<file path="src/rtl/fetch_sequencer.sv">
// fetch_sequencer: owns the fetch PC, issues single reads to a multi-cycle
// instruction memory, buffers one returned instruction for decode, follows
// branch redirects from execute and freezes after delivering an HLT.
module fetch_sequencer #(
  parameter logic [15:0] RESET_PC = 16'h0000,
  parameter logic [3:0]  HLT_OPC  = 4'hF
) (
  input  logic        clk,
  input  logic        rst_n,
  output logic        imem_req,
  output logic [15:0] imem_addr,
  input  logic [15:0] imem_rdata,
  input  logic        imem_valid,
  output logic [15:0] instr,
  output logic [15:0] instr_pc,
  output logic [15:0] instr_pc_plus2,
  output logic        instr_valid,
  input  logic        decode_ready,
  input  logic        redirect_en,
  input  logic [15:0] redirect_pc,
  output logic        halted
);

  typedef enum logic [2:0] {
    ST_FETCH  = 3'd0,
    ST_WAIT   = 3'd1,
    ST_DRAIN  = 3'd2,
    ST_HOLD   = 3'd3,
    ST_HALTED = 3'd4
  } state_e;

  // Instruction addresses are halfword aligned; bit 0 is never honoured.
  localparam logic [15:0] RESET_PC_ALIGNED = RESET_PC & 16'hFFFE;

  state_e      state_q, state_d;
  logic [15:0] pc_q, pc_d;
  logic [15:0] instr_q, instr_d;
  logic [15:0] instr_pc_q, instr_pc_d;
  logic [15:0] instr_pc_plus2_q, instr_pc_plus2_d;
  logic        instr_valid_q, instr_valid_d;
  logic        halted_q, halted_d;

  logic [15:0] redirect_target_s;
  logic [15:0] pc_inc_s;
  logic        is_hlt_s;

  assign redirect_target_s = redirect_pc & 16'hFFFE;
  assign pc_inc_s          = pc_q + 16'd2;          // wraps FFFE -> 0000
  assign is_hlt_s          = (instr_q[15:12] == HLT_OPC);

  // State and datapath registers; reset drops any in-flight transaction.
  always_ff @(posedge clk or negedge rst_n) begin
    if (!rst_n) begin
      state_q          <= ST_FETCH;
      pc_q             <= RESET_PC_ALIGNED;
      instr_q          <= 16'h0000;
      instr_pc_q       <= 16'h0000;
      instr_pc_plus2_q <= 16'h0000;
      instr_valid_q    <= 1'b0;
      halted_q         <= 1'b0;
    end else begin
      state_q          <= state_d;
      pc_q             <= pc_d;
      instr_q          <= instr_d;
      instr_pc_q       <= instr_pc_d;
      instr_pc_plus2_q <= instr_pc_plus2_d;
      instr_valid_q    <= instr_valid_d;
      halted_q         <= halted_d;
    end
  end

  // Next-state and datapath update: one request in flight, redirect wins.
  always_comb begin
    state_d          = state_q;
    pc_d             = pc_q;
    instr_d          = instr_q;
    instr_pc_d       = instr_pc_q;
    instr_pc_plus2_d = instr_pc_plus2_q;

    case (state_q)
      ST_FETCH: begin
        // Request is already on the bus this cycle; a redirect must still
        // drain its response before the new target can be fetched.
        if (redirect_en) begin
          pc_d    = redirect_target_s;
          state_d = ST_DRAIN;
        end else begin
          state_d = ST_WAIT;
        end
      end
      ST_WAIT: begin
        if (redirect_en) begin
          pc_d = redirect_target_s;
          if (imem_valid) begin
            state_d = ST_FETCH;
          end else begin
            state_d = ST_DRAIN;
          end
        end else if (imem_valid) begin
          instr_d          = imem_rdata;
          instr_pc_d       = pc_q;
          instr_pc_plus2_d = pc_inc_s;
          pc_d             = pc_inc_s;
          state_d          = ST_HOLD;
        end else begin
          state_d = ST_WAIT;
        end
      end
      ST_DRAIN: begin
        if (redirect_en) begin
          pc_d = redirect_target_s;
        end else begin
          pc_d = pc_q;
        end
        if (imem_valid) begin
          state_d = ST_FETCH;
        end else begin
          state_d = ST_DRAIN;
        end
      end
      ST_HOLD: begin
        // Redirect squashes the buffered instruction even if decode takes it.
        if (redirect_en) begin
          pc_d    = redirect_target_s;
          state_d = ST_FETCH;
        end else if (decode_ready) begin
          if (is_hlt_s) begin
            state_d = ST_HALTED;
          end else begin
            state_d = ST_FETCH;
          end
        end else begin
          state_d = ST_HOLD;
        end
      end
      ST_HALTED: begin
        state_d = ST_HALTED;
      end
      default: begin
        state_d = ST_FETCH;
        pc_d    = RESET_PC_ALIGNED;
      end
    endcase

    // Status flags are registered copies of the state being entered.
    instr_valid_d = (state_d == ST_HOLD);
    halted_d      = (state_d == ST_HALTED);
  end

  // Memory request strobe decoded from the current state.
  always_comb begin
    imem_req = 1'b0;
    if (state_q == ST_FETCH) begin
      imem_req = 1'b1;
    end else begin
      imem_req = 1'b0;
    end
  end

  assign imem_addr      = pc_q;
  assign instr          = instr_q;
  assign instr_pc       = instr_pc_q;
  assign instr_pc_plus2 = instr_pc_plus2_q;
  assign instr_valid    = instr_valid_q;
  assign halted         = halted_q;

endmodule

</file>
<file path="config.mk">
export PLATFORM = sky130hd
export DESIGN_NAME = fetch_sequencer
export DESIGN_NICKNAME = d
export VERILOG_FILES = /design/src/rtl/fetch_sequencer.sv
export SDC_FILE = /design/constraint.sdc
export NUM_CORES = 1
export LEC_CHECK = 0
export BUFFER_PORTS_ARGS = -buffer_cell sky130_fd_sc_hd__buf_2
export CORE_ASPECT_RATIO = 1.25
export CORE_UTILIZATION = 51
export DETAILED_ROUTE_END_ITERATION = 8
export PLACE_DENSITY = 0.87
export SYNTH_ARGS = -nofsm -noshare
export SYNTH_HDL_FRONTEND = slang
export SYNTH_SLANG_ARGS = --single-unit
</file>
<file path="constraint.sdc">
create_clock -name clk -period 2.1 [get_ports clk]
set_input_delay 0.105 -clock clk [delete_from_list [all_inputs] [get_ports clk]]
set_output_delay 0.105 -clock clk [all_outputs]
set_load 0.005 [all_outputs]
</file>
==> flow_metrics.env, run 1 <==
export IMPL_start_kind="flop"
export IMPL_hpwlAfterDp_mm=5.10
export IMPL_path_cells="or4b_1, buf_4, nor4_1, a21oi_1, o2bb2ai_1"
export IMPL_drv_cap=0
export IMPL_gp_congestion=0.821
export IMPL_hold_depth=2
export IMPL_io_pins=104
export IMPL_initial_core_util_pct=53.8
export IMPL_finalSetupTns_ns=0
export IMPL_port_buffers=99
export IMPL_cts_root_buffer="clkbuf_8"
export IMPL_hold_path_endpoint="instr[5]$_DFFE_PN0P_"
export IMPL_cts_buffer_depth=2
export IMPL_p_switching_uw=1870
export IMPL_fp_row_count=31
export IMPL_power_density_mw_per_mm2=1310
export IMPL_path_buf_inv=1
export IMPL_drtIter0Drc=271
export IMPL_drt_wirelength_per_cell_um=15.5
export IMPL_synth_ff_type="dfrtp_1"
export IMPL_htreeDepth=3
export IMPL_path_max_fanout=26
export IMPL_reg2reg_setup_slack_ns=0.26
export IMPL_ys_ff_latch=66
export IMPL_firstDrtPassIters=4
export IMPL_synth_top_area_share_pct=51.7
export IMPL_crit_family="simple AND/OR/NAND/NOR gates"
export IMPL_netSwitchingFraction_pct=34.6
export IMPL_rr_endpoint="imem_addr[9]$_DFFE_PN0P_"
export IMPL_end_kind="flop"
export IMPL_fmax_mhz=543
export IMPL_die_x_um=72.8
export IMPL_tightest_slew_ns=0.666
export IMPL_cts_resized=0
export IMPL_min_period_ns=1.84
export IMPL_fin_ws_ns=0.259
export IMPL_cts_setup_buffers=0
export IMPL_critPathKind="flop to flop"
export IMPL_vias=2575
export IMPL_viasPerCell=5.36
export IMPL_wirelength_mm=7.46
export IMPL_hold_path_class="input pin to flop"
export IMPL_synth_edf_count=0
export IMPL_synth_area_leaders="dfrtp_1, mux2_2, nor2_1"
export IMPL_report_final_slew_viol_count=0
export IMPL_setup_viol=0
export IMPL_synth_distinct_cells=46
export IMPL_comb_power_share_pct=35.2
export IMPL_core_mm2=0.00593
export IMPL_max_stage_delay_ns=0.52
export IMPL_grt_pass1_wl_mm=12.3
export IMPL_die_height_um=90.5
export IMPL_synth_cells=282
export IMPL_yosysSeqAreaShare_pct=51.7
export IMPL_clkPwrFrac_pct=19.9
export IMPL_yosysTopAreaCell="dfrtp_1"
export IMPL_stdcell_area_mm2=0.00410
export IMPL_drc_errors=0
export IMPL_arrival_ns=2.11
export IMPL_final_nets=433
export IMPL_clk_pin_slew_worst_paths_ns=0.07
export IMPL_fp_dieArea_mm2=0.00658
export IMPL_place_area_mm2=0.00374
export IMPL_cts_sinks=66
export IMPL_p_total_uw=5390
export IMPL_antenna_cells=0
export IMPL_ys_async_sr_fraction_pct=100
export IMPL_required_ns=2.37
export IMPL_outcome="finished clean"
export IMPL_grt_usage_pct=24.4
export IMPL_cts_buffers=9
export IMPL_synth_avg_cell_area_um2=11.3
export IMPL_p_seq_share_pct=44.9
export IMPL_fin_worst_skew_ns=0.00977
export IMPL_drive_gt1_share_pct=41.5
export IMPL_clk_latency_ns=0.35
export IMPL_rsz0062_at_grt="no"
export IMPL_ctsHoldBuffers=16
export IMPL_dp_slack_ns=0.291
export IMPL_cts_tree="done"
export IMPL_relSlewSlack_pct=55.6
export IMPL_grt_pass1_vias=2554
export IMPL_ir_drop_mv=0.730
export IMPL_worstReg2RegStart="state_q[2]$_DFF_PN0_"
export IMPL_antenna_found_initial=0
export IMPL_grt_max_degree=60
export IMPL_p_leak_uw=0.00188
export IMPL_finalCritPeriodShare_pct=87.7
export IMPL_min_from="imem_rdata[5]"
export IMPL_hold_viol=0
export IMPL_ant_nets=0
export IMPL_reg2reg_depth=5
export IMPL_netlist_area_mm2=0.00319
export IMPL_yosysWarnings=0
export IMPL_overflow=0
export IMPL_syn2layout_area_growth_pct=28.4
export IMPL_cpMaxStageDelayCell="dfrtp_1"
export IMPL_p_int_uw=3520
-- area by class of cell --
type                    instances  area (µm²)
clock buffers                  14         163
clock inverters                 2        35.0
fillers                       443        1840
inverters                       4        15.0
multi-input cells             188        1380
flip-flops and latches         66        1650
well taps                      82         103
repair buffers                124         748
-- through the flow --
stage / cells / utilization [%] / hold WS, ns
floorplan: 284 / - / -0.191
global placement: 448 / 63.0 / 0.151
detailed placement: 448 / 63.0 / 0.173
CTS: 480 / 69.0 / 0.00302
global route: 480 / 69.0 / 0.0144
finish: 480 / 69.0 / 0.0110
-- worst max path at each step --
stage	startpoint	slack (ns)	endpoint	cells past startpoint
2_1_floorplan	state_q[1]$_DFF_PN0_	0.47	instr[14]$_DFFE_PN0P_	6
3_3_place_gp	state_q[2]$_DFF_PN0_	0.35	imem_addr[6]$_DFFE_PN0P_	5
3_5_place_dp	state_q[0]$_DFF_PN0_	0.29	instr[5]$_DFFE_PN0P_	4
4_1_cts	state_q[2]$_DFF_PN0_	0.28	imem_addr[9]$_DFFE_PN0P_	5
5_1_grt	state_q[0]$_DFF_PN0_	0.14	imem_addr[11]$_DFFE_PN0P_	5
6_report	state_q[2]$_DFF_PN0_	0.26	imem_addr[9]$_DFFE_PN0P_	5
-- cells in the final DEF (no fill, tap or decap), types with 6 or more instances in the layout --
cell type / instances
dlygate4sd3_1: 16
nor3_1: 7
mux2_2: 33
o2bb2ai_1: 8
buf_2: 99
nor2_1: 29
clkbuf_8: 11
a22oi_1: 6
o21ai_0: 16
dfrtp_1: 66
nand3_1: 6
xnor2_1: 10
buf_4: 7
nand2_1: 6
a21oi_1: 21
-- metal layers --
layer	up-vias	routed length, µm	track usage (%)
li1	1219	-	-
met1	1238	3040	31.7
met2	104	3710	38.2
met3	14	568	6.14
met4	0	150	11.1
met5	-	0	0
-- state kept, by name, indices dropped and copies added (netlist names) --
signal,count
imem_addr,15
instr_valid,1
instr_pc,15
state_q,3
halted,1
instr_pc_plus2,15
instr,16
-- worst register-to-register path: stages, from the launching register on --
cell       delay, ns
dfrtp_1         0.52
or4b_1          0.51
buf_4           0.23
nor4_1          0.27
a21oi_1         0.08
o2bb2ai_1       0.16
-- power groups by stage --
stage	sequential, µW	clock [µW]	combinational [µW]
finish	2420	1070	1900
global route	2510	1140	2100
CTS	2410	1090	1900
detailed placement	2440	0	1870
global placement	2390	0	1800
floorplan	2320	0	1080
-- logic make-up after synthesis --
family | Yosys count | share of synthesized area (%)
multiplexers | 35 | 12.8
other | 1 | 0.117
buffers and inverters | 30 | 5.21
flip-flops | 66 | 51.7
AND/OR/NAND/NOR | 72 | 13.0
adder cells (fa/ha/maj) | 3 | 1.18
XOR/XNOR | 13 | 3.57
AO/OA/AOI/OAI | 62 | 12.4
-- synth_stat cells, types with 2 or more instances --
cell type  instances
nand2_1            6
a22oi_1            6
xnor2_1           10
nor4_2             3
a21oi_1           21
o2bb2ai_1          8
buf_4              7
nand4_1            2
nor2b_1            4
dfrtp_1           66
nor3_1             7
inv_1              4
a22o_1             4
mux2_2            33
nand2b_1           2
o21ai_1            2
nand3_1            6
nor2_1            29
ha_1               3
xor2_1             3
nand4_2            2
o21ai_0           16
buf_2             15
Note: power is estimated with default switching activity, not from simulation.
==> inputs of run 2 (changes only) <==
--- a/config.mk
+++ b/config.mk
@@ -5,11 +5,12 @@
 export SDC_FILE = /design/constraint.sdc
 export NUM_CORES = 1
 export LEC_CHECK = 0
+export ABC_AREA = 1
 export BUFFER_PORTS_ARGS = -buffer_cell sky130_fd_sc_hd__buf_2
 export CORE_ASPECT_RATIO = 1.25
-export CORE_UTILIZATION = 51
+export CORE_UTILIZATION = 45
 export DETAILED_ROUTE_END_ITERATION = 8
-export PLACE_DENSITY = 0.87
+export PLACE_DENSITY = 0.79
 export SYNTH_ARGS = -nofsm -noshare
 export SYNTH_HDL_FRONTEND = slang
 export SYNTH_SLANG_ARGS = --single-unit
==> run 2 against run 1 <==
Net effect:
- clock power decreased by 11%
- sequential power shrank 48%
- total power shrank 57%
- critical path depth is 1 higher
- wire length is 13% higher
- critical endpoint is now imem_addr[7]$_DFFE_PN0P_
- utilization decreased by 9.5 points
- combinational power fell by 95%
- synthesized cell count grew 43%
- cell area rose by 0.82%
- critical path type unchanged
- worst setup slack better by 0.16 ns
- largest cell class unchanged
- fmax rose by 9.8%
==> flow_metrics.env, run 2 <==
export IMPL_nFillCells=632
export IMPL_path_max_fanout=6
export IMPL_port_buffers=99
export IMPL_seqCellArea_mm2=0.00165
export IMPL_most_common_layout_cells="nand2_1, buf_2, dfrtp_1"
export IMPL_start_kind="flop"
export IMPL_fmax_mhz=597
export IMPL_io_pins=104
export IMPL_hold_viol=0
export IMPL_ir_drop_mv=0.439
export IMPL_ys_ff_latch=66
export IMPL_cts_buffer_depth=2
export IMPL_p_leak_uw=0.00229
export IMPL_syn2layout_area_growth_pct=28.4
export IMPL_cts_resized=0
export IMPL_clk_latency_ns=0.34
export IMPL_multi_input_area_mm2=0.00135
export IMPL_fin_worst_skew_ns=0.00721
export IMPL_synth_edf_count=0
export IMPL_tightest_slew_ns=0.668
export IMPL_met1_usage_pct=28.4
export IMPL_hold_path_class="input pin to flop"
export IMPL_cts_sinks=66
export IMPL_finalCritPeriodShare_pct=79.8
export IMPL_gp_congestion=0.859
export IMPL_htreeDepth=3
export IMPL_top_usage_layer="met2"
export IMPL_overflow=0
export IMPL_grt_pass1_vias=2901
export IMPL_cts_buffers=9
export IMPL_cts_root_buffer="clkbuf_8"
export IMPL_viasPerCell=5.03
export IMPL_yosysWarnings=0
export IMPL_synth_top_area_share_pct=51.3
export IMPL_drv_cap=0
export IMPL_core_mm2=0.00693
export IMPL_drc_errors=0
export IMPL_wirelength_mm=8.41
export IMPL_globalRouteMet3Util_pct=7.32
export IMPL_synth_most_common_cell="nand2_1"
export IMPL_antenna_found_initial=0
export IMPL_hpwlAfterDp_mm=5.81
export IMPL_stdcell_area_mm2=0.00413
export IMPL_drive_gt1_share_pct=25.7
export IMPL_firstDrtPassIters=5
export IMPL_min_period_ns=1.68
export IMPL_vias=3096
export IMPL_die_height_um=96.5
export IMPL_setup_viol=0
export IMPL_yosysTopAreaCell="dfrtp_1"
export IMPL_final_nets=561
export IMPL_grt_max_degree=39
export IMPL_end_kind="flop"
export IMPL_critPathKind="flop to flop"
export IMPL_cts_tree="done"
export IMPL_fp_row_count=34
export IMPL_ys_async_sr_fraction_pct=100
export IMPL_grt_pass1_wl_mm=13.6
export IMPL_final_common_cell="nand2_1"
export IMPL_relSlewSlack_pct=55.5
export IMPL_antenna_cells=0
export IMPL_synth_distinct_cells=35
export IMPL_place_area_mm2=0.00379
export IMPL_synth_avg_cell_area_um2=8.01
export IMPL_netlist_area_mm2=0.00322
export IMPL_fp_dieArea_mm2=0.00750
export IMPL_grtUsageMet2_pct=39.1
export IMPL_clk_pin_slew_worst_paths_ns=0.07
export IMPL_synth_ff_type="dfrtp_1"
export IMPL_largest_reg_flops=16
export IMPL_grt_usage_pct=24.0
export IMPL_required_ns=2.37
export IMPL_drt_wirelength_per_cell_um=13.7
export IMPL_synth_cells=402
export IMPL_rsz0062_at_grt="no"
export IMPL_drtIter0Drc=235
export IMPL_yosysSeqAreaShare_pct=51.3
export IMPL_synth_area_leaders="dfrtp_1, nand2_1, nor2_1"
export IMPL_arrival_ns=1.94
export IMPL_outcome="finished clean"
export IMPL_finalSetupTns_ns=0
export IMPL_die_x_um=77.6
export IMPL_power_density_mw_per_mm2=563
export IMPL_report_final_slew_viol_count=0
export IMPL_initial_core_util_pct=46.4
export IMPL_netlist_top_cells_count="nand2_1, dfrtp_1, nor2_1"
export IMPL_ant_nets=0
## run 2: area by class of cell
type	count	area share, %
well taps	90	2.73
multi-input cells	289	32.6
flip-flops and latches	66	40.0
repair buffers	120	17.1
clock buffers	13	3.85
clock inverters	2	0.303
inverters	35	3.36
## run 2: timing repair
action	4_1_cts	5_1_grt
setup buffers	0	0
hold endpoints to repair	44	0
hold buffers	17	0
## run 2: logic make-up (layout without fill, tap and decap cells)
| logic type | Yosys count | count (layout) | share of synthesized area (%) |
|---|---|---|---|
| XOR/XNOR | 4 | 4 | 1.09 |
| other | 1 | 3 | 0.117 |
| buffers and inverters | 49 | 170 | 7.00 |
| flip-flops | 66 | 66 | 51.3 |
| AND/OR/NAND/NOR | 225 | 225 | 30.0 |
| adder cells (fa/ha/maj) | 3 | 3 | 1.17 |
| AO/OA/AOI/OAI | 54 | 54 | 9.29 |
## run 2: report_power, final
part / internal (µW) / total [µW] / switching (µW)
clock: 486 / 955 / 470
combinational: 50.3 / 101 / 50.5
sequential: 1270 / 1270 / 0
total: 1810 / 2330 / 520
## run 2: worst paths after layout
| check | startpoint | end | slack (ns) | depth (start not counted) |
|---|---|---|---|---|
| max | imem_addr[1]$_DFFE_PN0P_ | imem_addr[7]$_DFFE_PN0P_ | 0.42 | 6 |
| min | redirect_pc[9] | imem_addr[9]$_DFFE_PN0P_ | 0.05 | 3 |
| max reg2reg | imem_addr[1]$_DFFE_PN0P_ | imem_addr[7]$_DFFE_PN0P_ | 0.42 | 6 |
| min reg2reg | instr_pc_plus2[9]$_DFFE_PN0P_ | instr_pc_plus2[9]$_DFFE_PN0P_ | 0.47 | 2 |
| max in group asynchronous | rst_n | imem_addr[10]$_DFFE_PN0P_ | 1.13 | 3 |
| min in group asynchronous | rst_n | instr[2]$_DFFE_PN0P_ | 0.33 | 2 |
## run 2: through the flow
stage / worst slack (ns) / hold WS [ns] / cells / total power (µW) / utilization (%)
floorplan: 0.735 / -0.191 / 404 / 1310 / -
global placement: 0.522 / 0.165 / 583 / 1370 / 54.7
detailed placement: 0.444 / 0.175 / 583 / 1370 / 54.7
CTS: 0.410 / 0.0450 / 615 / 2350 / 59.6
global route: 0.236 / 0.0496 / 615 / 2420 / 59.6
finish: 0.424 / 0.0541 / 615 / 2330 / 59.6
## run 2: worst max-delay path, stage by stage, from the launching register on
cell and delay [ns]:
dfrtp_1 0.44, ha_1 0.22, nand2_1 0.09, nor2_1 0.38, xor2_1 0.25, nand2_1 0.08, a21oi_1 0.15
## run 2: layer usage
metal | part of all wire, % | vias to the layer above
met5 | 0 | -
met4 | 1.6 | 0
met3 | 7.5 | 15
met2 | 50 | 114
met1 | 41 | 1462
li1 | - | 1505
==> inputs of run 3 (changes only) <==
--- a/config.mk
+++ b/config.mk
@@ -10,7 +10,7 @@
 export CORE_ASPECT_RATIO = 1.25
 export CORE_UTILIZATION = 45
 export DETAILED_ROUTE_END_ITERATION = 8
-export PLACE_DENSITY = 0.79
+export PLACE_DENSITY = 0.82
 export SYNTH_ARGS = -nofsm -noshare
 export SYNTH_HDL_FRONTEND = slang
 export SYNTH_SLANG_ARGS = --single-unit
==> constraint.sdc (replaced) <==
create_clock -name clk -period 1.5 [get_ports clk]
set_input_delay 0.075 -clock clk [delete_from_list [all_inputs] [get_ports clk]]
set_output_delay 0.075 -clock clk [all_outputs]
set_load 0.005 [all_outputs]
==> run 3 against run 2 <==
Net effect:
- first-iteration DRC count is 14% lower
- worst setup slack lost 0.38 ns
- non-clock buffer count is 12 higher
- die area did not move
- combinational power up 41%
- clock power is 80% higher
- worst hold slack got worse by 0.026 ns
- clock skew up 0.0024 ns
- sequential share of layout area is 2.2 points lower
- sequential cell count is the same
- utilization increased by 3.6 points
==> flow_metrics.env, run 3 (synthesis results as in run 2) <==
export IMPL_cts_tree="done"
export IMPL_drc_errors=0
export IMPL_hold_path_class="input pin to flop"
export IMPL_antenna_found_initial=0
export IMPL_p_leak_uw=0.00240
export IMPL_final_common_cell="nand2_1"
export IMPL_clk_pin_slew_worst_paths_ns=0.06
export IMPL_fin_worst_skew_ns=0.00960
export IMPL_core_mm2=0.00693
export IMPL_firstDrtPassIters=5
export IMPL_stdcell_area_mm2=0.00438
export IMPL_min_period_ns=1.45
export IMPL_fp_dieArea_mm2=0.00750
export IMPL_utilization_pct=63.1
export IMPL_initial_core_util_pct=46.4
export IMPL_drive_gt1_share_pct=30.6
export IMPL_cts_buffers=9
export IMPL_clkPwrFrac_pct=47.2
export IMPL_outcome="finished clean"
export IMPL_p_switching_uw=735
export IMPL_grt_pass1_vias=3064
export IMPL_reg2reg_depth=9
export IMPL_drtIter0Drc=203
export IMPL_die_x_um=77.6
export IMPL_gp_congestion=0.896
export IMPL_fp_row_count=34
export IMPL_io_pins=104
export IMPL_report_final_slew_viol_count=0
export IMPL_syn2layout_area_growth_pct=36.0
export IMPL_fmax_mhz=689
export IMPL_most_common_layout_cells="nand2_1, buf_2, dfrtp_1"
export IMPL_required_ns=1.42
export IMPL_cp_depth=3
export IMPL_start_kind="flop"
export IMPL_critPathKind="flop to output pin"
export IMPL_grt_max_degree=67
export IMPL_htreeDepth=3
export IMPL_worstReg2RegStart="state_q[1]$_DFF_PN0_"
export IMPL_drt_wirelength_per_cell_um=13.8
export IMPL_path_cells="buf_4, nor3_1, buf_2"
export IMPL_largest_reg_flops=16
export IMPL_path_buf_inv=2
export IMPL_port_buffers=99
export IMPL_layout_cells_non_filler=626
export IMPL_p_int_uw=2900
export IMPL_nFillCells=577
export IMPL_antenna_cells=0
export IMPL_p_total_uw=3640
export IMPL_grt_pass1_wl_mm=13.8
export IMPL_vias=3200
export IMPL_end_kind="output pin"
export IMPL_overflow=0
export IMPL_die_height_um=96.5
export IMPL_cts_buffer_depth=2
export IMPL_cpMaxStageDelayCell="dfrtp_1"
export IMPL_clk_latency_ns=0.35
export IMPL_rsz0062_at_grt="yes"
export IMPL_crit_family="flip-flops"
export IMPL_hold_viol=0
export IMPL_reg2reg_setup_slack_ns=0.08
export IMPL_crit_end="imem_req"
export IMPL_setup_viol=0
export IMPL_power_density_mw_per_mm2=831
export IMPL_cts_sinks=66
export IMPL_wirelength_mm=8.66
export IMPL_netSwitchingFraction_pct=20.2
export IMPL_ir_drop_mv=0.499
export IMPL_place_area_mm2=0.00386
export IMPL_max_stage_delay_ns=0.38
export IMPL_rr_endpoint="imem_addr[2]$_DFFE_PN0P_"
export IMPL_dp_cells=593
export IMPL_viasPerCell=5.11
export IMPL_path_max_fanout=3
export IMPL_comb_power_share_pct=3.9
export IMPL_cp_startpoint="state_q[0]$_DFF_PN0_"
export IMPL_hpwlAfterDp_mm=5.92
export IMPL_grt_usage_pct=24.1
export IMPL_drv_cap=0
export IMPL_p_seq_share_pct=48.9
export IMPL_cts_root_buffer="clkbuf_8"
export IMPL_finalCritPeriodShare_pct=96.8
export IMPL_ant_nets=0
export IMPL_arrival_ns=1.38
export IMPL_final_nets=573
run 3: cell type report:
cell class                      instances  area [µm²]  share of cell area [%]
Sequential cell                        66        1660                    37.8
Clock buffer                           12         165                    3.77
Inverter                               35         146                    3.34
Timing Repair Buffer                  132         813                    18.6
Tap cell                               90         113                    2.57
Clock inverter                          2        60.1                    1.37
Multi-Input combinational cell        289        1430                    32.6
run 3: power by group through the flow:
stage / logic (µW) / clock network, µW / registers [µW]
after floorplan: 17.8 / 0 / 1810
after detailed placement: 108 / 0 / 1810
after global routing: 161 / 1810 / 1780
after global placement: 106 / 0 / 1810
after CTS: 143 / 1730 / 1780
final: 142 / 1720 / 1780
run 3: worst min-delay path by stage:
stage | from | endpoint | cells after the start
4_1_cts | redirect_pc[7] | imem_addr[7]$_DFFE_PN0P_ | 3
2_1_floorplan | rst_n | halted$_DFF_PN0_ | 0
6_report | redirect_pc[7] | imem_addr[7]$_DFFE_PN0P_ | 3
5_1_grt | redirect_pc[11] | imem_addr[11]$_DFFE_PN0P_ | 3
3_5_place_dp | rst_n | instr[2]$_DFFE_PN0P_ | 2
3_3_place_gp | rst_n | instr[2]$_DFFE_PN0P_ | 2
run 3: metal layers:
layer	part of all wire [%]	up-vias	GRT usage, %
met1	40	1495	26.4
met4	3.0	0	12.3
met3	8.2	26	8.08
li1	-	1536	-
met5	0	-	0
met2	49	143	41.8
run 3: per-stage QoR:
step / hold WS [ns] / setup slack, ns / setup TNS [ns]
2_1_floorplan: -0.221 / 0.135 / 0
3_3_place_gp: 0.113 / 0.0432 / 0
5_1_grt: 0.0401 / -0.0339 / -0.0397
4_1_cts: 0.0237 / 0.0106 / 0
3_5_place_dp: 0.120 / -0.0311 / -0.0497
6_report: 0.0281 / 0.0481 / 0
run 3: tightest hold or removal path, delay by kind of cell:
family,cells,cell delay (ns)
buffers and inverters,1,0.08
AO/OA/AOI/OAI,2,0.17
run 3: what timing repair did:
action	CTS	global route
gates resized for setup	3	26
hold endpoints to repair	82	0
hold buffers	17	0
endpoints found under the setup margin	6	50
buffers inserted	0	2
pin swaps	0	5
